File: src/rtl/zicfilp_commit_guard.sv
// rtl/zicfilp_commit_guard.sv - Zicfilp landing-pad enforcer for the commit stage

package config_pkg;
    // Minimal core configuration; only the landing-pad control is consumed here.
    typedef struct packed {
        logic DisableZicfilp;
    } cva6_cfg_t;

    localparam cva6_cfg_t cva6_cfg_empty = '{DisableZicfilp: 1'b0};
endpackage

module zicfilp_commit_guard #(
    parameter config_pkg::cva6_cfg_t CVA6Cfg = config_pkg::cva6_cfg_empty,
    parameter int unsigned NrPorts   = 2,
    parameter int unsigned LabelBits = 20,
    parameter int unsigned CntWidth  = 16
) (
    input  logic                         clk_i,
    input  logic                         rst_i,
    input  logic [1:0]                   priv_lvl_i,
    input  logic                         lpe_m_i,
    input  logic                         lpe_s_i,
    input  logic                         lpe_u_i,
    input  logic [NrPorts-1:0]           valid_i,
    input  logic [NrPorts-1:0]           ex_i,
    input  logic [NrPorts-1:0]           is_lpad_i,
    input  logic [NrPorts-1:0]           is_ijump_i,
    input  logic [NrPorts-1:0]           wr_x7_i,
    input  logic [NrPorts*LabelBits-1:0] result_i,
    input  logic [NrPorts-1:0]           ack_i,
    input  logic                         trap_i,
    input  logic                         trap_to_m_i,
    input  logic                         mret_i,
    input  logic                         sret_i,
    input  logic                         cnt_clr_i,
    output logic [NrPorts-1:0]           viol_o,
    output logic [NrPorts-1:0]           block_o,
    output logic                         elp_o,
    output logic [LabelBits-1:0]         lpl_o,
    output logic                         mpelp_o,
    output logic                         spelp_o,
    output logic [CntWidth-1:0]          viol_cnt_o
);

    logic                 elp_q, elp_d;
    logic [LabelBits-1:0] lpl_q, lpl_d;
    logic                 mpelp_q, mpelp_d;
    logic                 spelp_q, spelp_d;
    logic [CntWidth-1:0]  cnt_q, cnt_d;

    logic                 lpe;
    logic                 elp_run;
    logic [LabelBits-1:0] lpl_run;
    logic                 stopped;
    logic                 live;
    logic                 fault;
    logic [LabelBits-1:0] label;

    // Effective landing-pad enable for the current mode. During an xRET cycle the
    // CSR file already presents the return privilege, so this also selects the
    // enable of the mode being returned to. Reserved encoding 2 follows M.
    always_comb begin
        case (priv_lvl_i)
            2'b00:   lpe = lpe_u_i;
            2'b01:   lpe = lpe_s_i;
            default: lpe = lpe_m_i;
        endcase
        lpe = lpe & ~CVA6Cfg.DisableZicfilp;
    end

    // Walk the commit ports in program order, threading ELP/LPL through them so a
    // JALR on an earlier port arms the check for a later port in the same cycle.
    always_comb begin
        elp_run = elp_q;
        lpl_run = lpl_q;
        stopped = 1'b0;
        live    = 1'b0;
        fault   = 1'b0;
        label   = '0;
        viol_o  = '0;
        block_o = '0;
        for (int i = 0; i < int'(NrPorts); i++) begin
            label      = result_i[i*LabelBits +: LabelBits];
            block_o[i] = stopped;
            live       = valid_i[i] & ~ex_i[i] & ~stopped;
            fault      = live & lpe & elp_run &
                         (~is_lpad_i[i] | ((label != '0) & (label != lpl_run)));
            viol_o[i]  = fault;
            if (live && !fault && ack_i[i]) begin
                // A clean LPAD consumes the armed ELP; otherwise an indirect jump arms it.
                if (lpe) begin
                    elp_run = elp_run ? 1'b0 : is_ijump_i[i];
                end
                if (wr_x7_i[i]) begin
                    lpl_run = label;
                end
            end
            stopped = stopped | ~valid_i[i] | ex_i[i] | fault | ~ack_i[i];
        end
    end

    // Architectural next state: trap saves ELP, xRET restores it, else commit result.
    always_comb begin
        elp_d   = elp_run;
        lpl_d   = lpl_run;
        mpelp_d = mpelp_q;
        spelp_d = spelp_q;
        if (trap_i) begin
            elp_d = 1'b0;
            if (trap_to_m_i) begin
                mpelp_d = elp_run;
            end else begin
                spelp_d = elp_run;
            end
        end else if (mret_i) begin
            elp_d   = mpelp_q & lpe;
            mpelp_d = 1'b0;
        end else if (sret_i) begin
            elp_d   = spelp_q & lpe;
            spelp_d = 1'b0;
        end
    end

    // Saturating count of cycles with at least one fault; clear takes precedence.
    always_comb begin
        cnt_d = cnt_q;
        if (cnt_clr_i) begin
            cnt_d = '0;
        end else if ((|viol_o) && !(&cnt_q)) begin
            cnt_d = cnt_q + 1'b1;
        end
    end

    // State registers with synchronous reset.
    always_ff @(posedge clk_i) begin
        if (rst_i) begin
            elp_q   <= 1'b0;
            lpl_q   <= '0;
            mpelp_q <= 1'b0;
            spelp_q <= 1'b0;
            cnt_q   <= '0;
        end else begin
            elp_q   <= elp_d;
            lpl_q   <= lpl_d;
            mpelp_q <= mpelp_d;
            spelp_q <= spelp_d;
            cnt_q   <= cnt_d;
        end
    end

    assign elp_o      = elp_q;
    assign lpl_o      = lpl_q;
    assign mpelp_o    = mpelp_q;
    assign spelp_o    = spelp_q;
    assign viol_cnt_o = cnt_q;

endmodule

File: config.mk
export PLATFORM = sky130hd
export DESIGN_NAME = zicfilp_commit_guard
export DESIGN_NICKNAME = d
export VERILOG_FILES = /design/src/rtl/zicfilp_commit_guard.sv
export SDC_FILE = /design/constraint.sdc
export NUM_CORES = 1
export LEC_CHECK = 0
export ABC_AREA = 1
export CORE_ASPECT_RATIO = 1.4
export CORE_MARGIN = 2
export CORE_UTILIZATION = 40
export CTS_CLUSTER_SIZE = 20
export DETAILED_ROUTE_END_ITERATION = 7
export GPL_ROUTABILITY_DRIVEN = 0
export GPL_TIMING_DRIVEN = 1
export PLACE_DENSITY_LB_ADDON = 0.3
export SYNTH_ARGS = -nofsm -noshare
export SYNTH_HDL_FRONTEND = slang
export SYNTH_SLANG_ARGS = --single-unit
File: constraint.sdc
create_clock -name clk_i -period 3.1 [get_ports clk_i]
set_clock_uncertainty 0.05 [all_clocks]
set_input_delay 0.31 -clock clk_i [delete_from_list [all_inputs] [get_ports clk_i]]
set_output_delay 0.31 -clock clk_i [all_outputs]
set_load 0.02 [all_outputs]
==> run summary <==
r2r setup slk: -0.32 ns
hold_buf cts: 0
Syn Inst Count: 608
CP Capture Type: register
# rows: 39
Seq cells post-synth: 39
Final WS setup: -0.358 ns
leading post-synthesis cells by cell area: dfxtp_1 23%, nand2_1 22%, nand3_1 9.1%
die outline height: 113 um
Final Hold Viols: 0
Starting Density: 41.4%
RSZ-0062 raised after global routing: yes
sw power: 0.547 mW
Critical Path AT: 3.58 ns
worst-margin pin slew: 0.867 ns
pwr dens: 266 nW/um2
routed len/inst: 16.9 um
share of cells above drive strength 1: 31.2%
share of Yosys cell area claimed by the top area cell type: 22.9%
number of max-cap violations: 0
post-synthesis sequential area ratio: 22.9%
setup violators final: 40
fin util: 74.5%
clock tree buffer depth: 2
Switching Fraction: 33.4%
gr ovfl total: 0
status: finished, violations left
Post-synth EDFFs: 0
hold path depth: 2
depth of the CTS H-tree: 2
Synth async-reset ratio: 0%
Clock Power Share: 33.0%
Setup crit start kind: input port
slew margin rel.: 42.1%
I/O Buffers: 105
# diodes: 0
largest family of logic cells by synthesized area: simple AND/OR/NAND/NOR gates
Reg clk slew, reported paths: 0.06 ns
drt initial violations: 481
Worst-Skew Late Latency: 0.29 ns
antenna violations before repair: 0
P_int: 1.09 mW
Crit Reg-Reg Startpoint: lpl_o[19]
# DRC: 0
VDD IR max: 0.261 mV
DR pass1 iterations: 5
combinational share of power: 34.5%
top cells by count, synth: 197 x nand2_1, 79 x inv_1, 62 x nand3_1
chip width: 82.1 um
P_leak: 2.74 nW
minimum clock period: 3.46 ns
failing checks: setup timing
Root Buffer: clkbuf_16
ys flop type: dfxtp_1
vias in the first global route: 4810
adder-cell share of the synthesized area: 0.366%
DP HPWL: 9060 um
Critical R2R Capture: lpl_o[8]
clock sinks: 39
WP data required: 3.22 ns
fillers: 571
Layout Area Growth over Synthesis: 79.9%
hold path start: mpelp_o
worst-case hold path end point: mpelp_o
first-pass GRT wire length: 21400 um
routed vias/inst: 5.64
post-synthesis mux area share: 0%
area share of and/or/nand/nor cells after synthesis: 45.6%
gr usage total: 29.2%
mean area per synthesized cell: 5.62 um2
largest net degree at the start of global routing: 29
most frequent cell after synthesis: nand2_1
Synth cell types: 31
Place WS: -0.632 ns
ANT nets after route: 0
Synth warnings: 0
sequential cell fraction of total power: 32.5%
area of the multi-input gates: 2610 um2
CTS Buf Count: 5
top cell type by total area after synthesis: dfxtp_1
Mapped Nets: 673
xor-xnor portion of the synthesized cell area: 2.82%
Netlist Area Pre-Place: 3410 um2
detailed-route wire length: 15400 um
Synth Area in Compound Gates: 13.7%
nets@finish: 874
io pins: 107
DIE AREA: 9300 um2
area of the core: 8250 um2
CTS tree: done
sequential cell area: 802 um2
crit-path max FO: 9
r2r worst-path depth: 28
Max Clock Freq: 289 MHz
Vias: 5146
worst min path class: register to register
kind of critical path: input port to register
Slew Viols, Final: 0
final period utilization: 112%
[worst max-delay path, cell delays in order]
cell and delay (ns):
dlygate4sd2_1 0.27, inv_1 0.09, buf_4 0.10, nand4_1 0.13, nor2_1 0.22, nand3_1 0.15
nand2_2 0.11, nand2_4 0.08, nand2_8 0.12, nand2_8 0.09, buf_12 0.16, nand2_2 0.08
nand2_2 0.08, nand2_2 0.07, nand2_2 0.07, nor2_4 0.17, nand2_1 0.09, nor2_1 0.09
nand2_1 0.07, nand2_2 0.07, nand2_2 0.07, nand2_4 0.08, buf_6 0.10, nand3_4 0.09
bufbuf_16 0.32, o21ai_1 0.21, a21oi_2 0.06
[how the worst max path moves through the flow]
stage,start,to,slack [ns],cells after the start
floorplan,lpl_o[2],lpl_o[18],0.38,27
finish,result_i[5],lpl_o[8],-0.36,27
detailed placement,result_i[19],viol_o[1],-0.63,26
CTS,lpe_s_i,lpl_o[11],-0.006,25
global placement,result_i[18],viol_o[1],-0.59,26
global route,result_i[12],lpl_o[8],-0.59,27
[flip-flops by register name, summed over array words and instances, names as in the netlist]
| name | flops |
|---|---|
| lpl_o | 20 |
| viol_cnt_o | 16 |
| elp_o | 1 |
| mpelp_o | 1 |
| spelp_o | 1 |
[timing repair]
item / 4_1_cts / 5_1_grt
setup buffers: 18 / 5
pin swaps: 18 / 44
cloned: 6 / 2
resized for setup: 75 / 125
setup endpoints to repair: 40 / 40
[kinds of logic (layout without fill, tap and decap cells)]
logic type	Yosys count	in the layout
simple gates	359	360
buf+inv	113	314
compound gates	84	84
flops	39	39
xor+xnor	11	11
fa+ha+maj	1	1
other cells	1	1
[power by group through the flow]
stage                     Sequential [mW]  Combinational (mW)  Clock [mW]
after floorplan                     0.559               0.180           0
after global routing                0.533               0.600       0.558
final                               0.532               0.564       0.540
after detailed placement            0.541               0.446           0
after global placement              0.540               0.439           0
after CTS                           0.531               0.474       0.545
[layout by cell type, fill, tap and decap left out, types with 17 or more instances in the layout]
| cell | instances |
|---|---|
| a21oi_1 | 22 |
| a21oi_2 | 17 |
| buf_4 | 89 |
| clkdlybuf4s50_1 | 82 |
| dfxtp_1 | 24 |
| dlygate4sd2_1 | 21 |
| inv_1 | 78 |
| nand2_1 | 156 |
| nand2_2 | 30 |
| nand3_1 | 49 |
| nor2_1 | 43 |
| o21ai_0 | 19 |
[routing by layer]
metal / wire [um] / vias up / track usage [%]
met2: 7800 / 350 / 52.7
met4: 1010 / 0 / 17.3
met1: 5180 / 2314 / 29.9
met3: 1380 / 123 / 5.98
met5: 0 / - / 0
li1: - / 2359 / -
[stage by stage]
stage,instances,hold slack [ns],setup TNS [ns],power [mW],area [um2]
global placement,874,0.421,-17.38,0.979,5130
detailed placement,874,0.430,-20.13,0.987,5130
floorplan,608,0.329,0,0.739,3410
finish,912,0.431,-8.32,1.64,6140
CTS,906,0.438,-0.0160,1.55,5720
global route,912,0.472,-18.74,1.69,6140
[final cells by class]
cell class / instances / area share, %
clock buffers: 5 / 2.04
repair buffers: 214 / 34.2
clock inverters: 3 / 0.407
flip-flops and latches: 39 / 13.1
well taps: 102 / 2.08
multi-input cells: 457 / 42.5
inverters: 92 / 5.74
No activity file was read; power rests on OpenSTA's default activity.
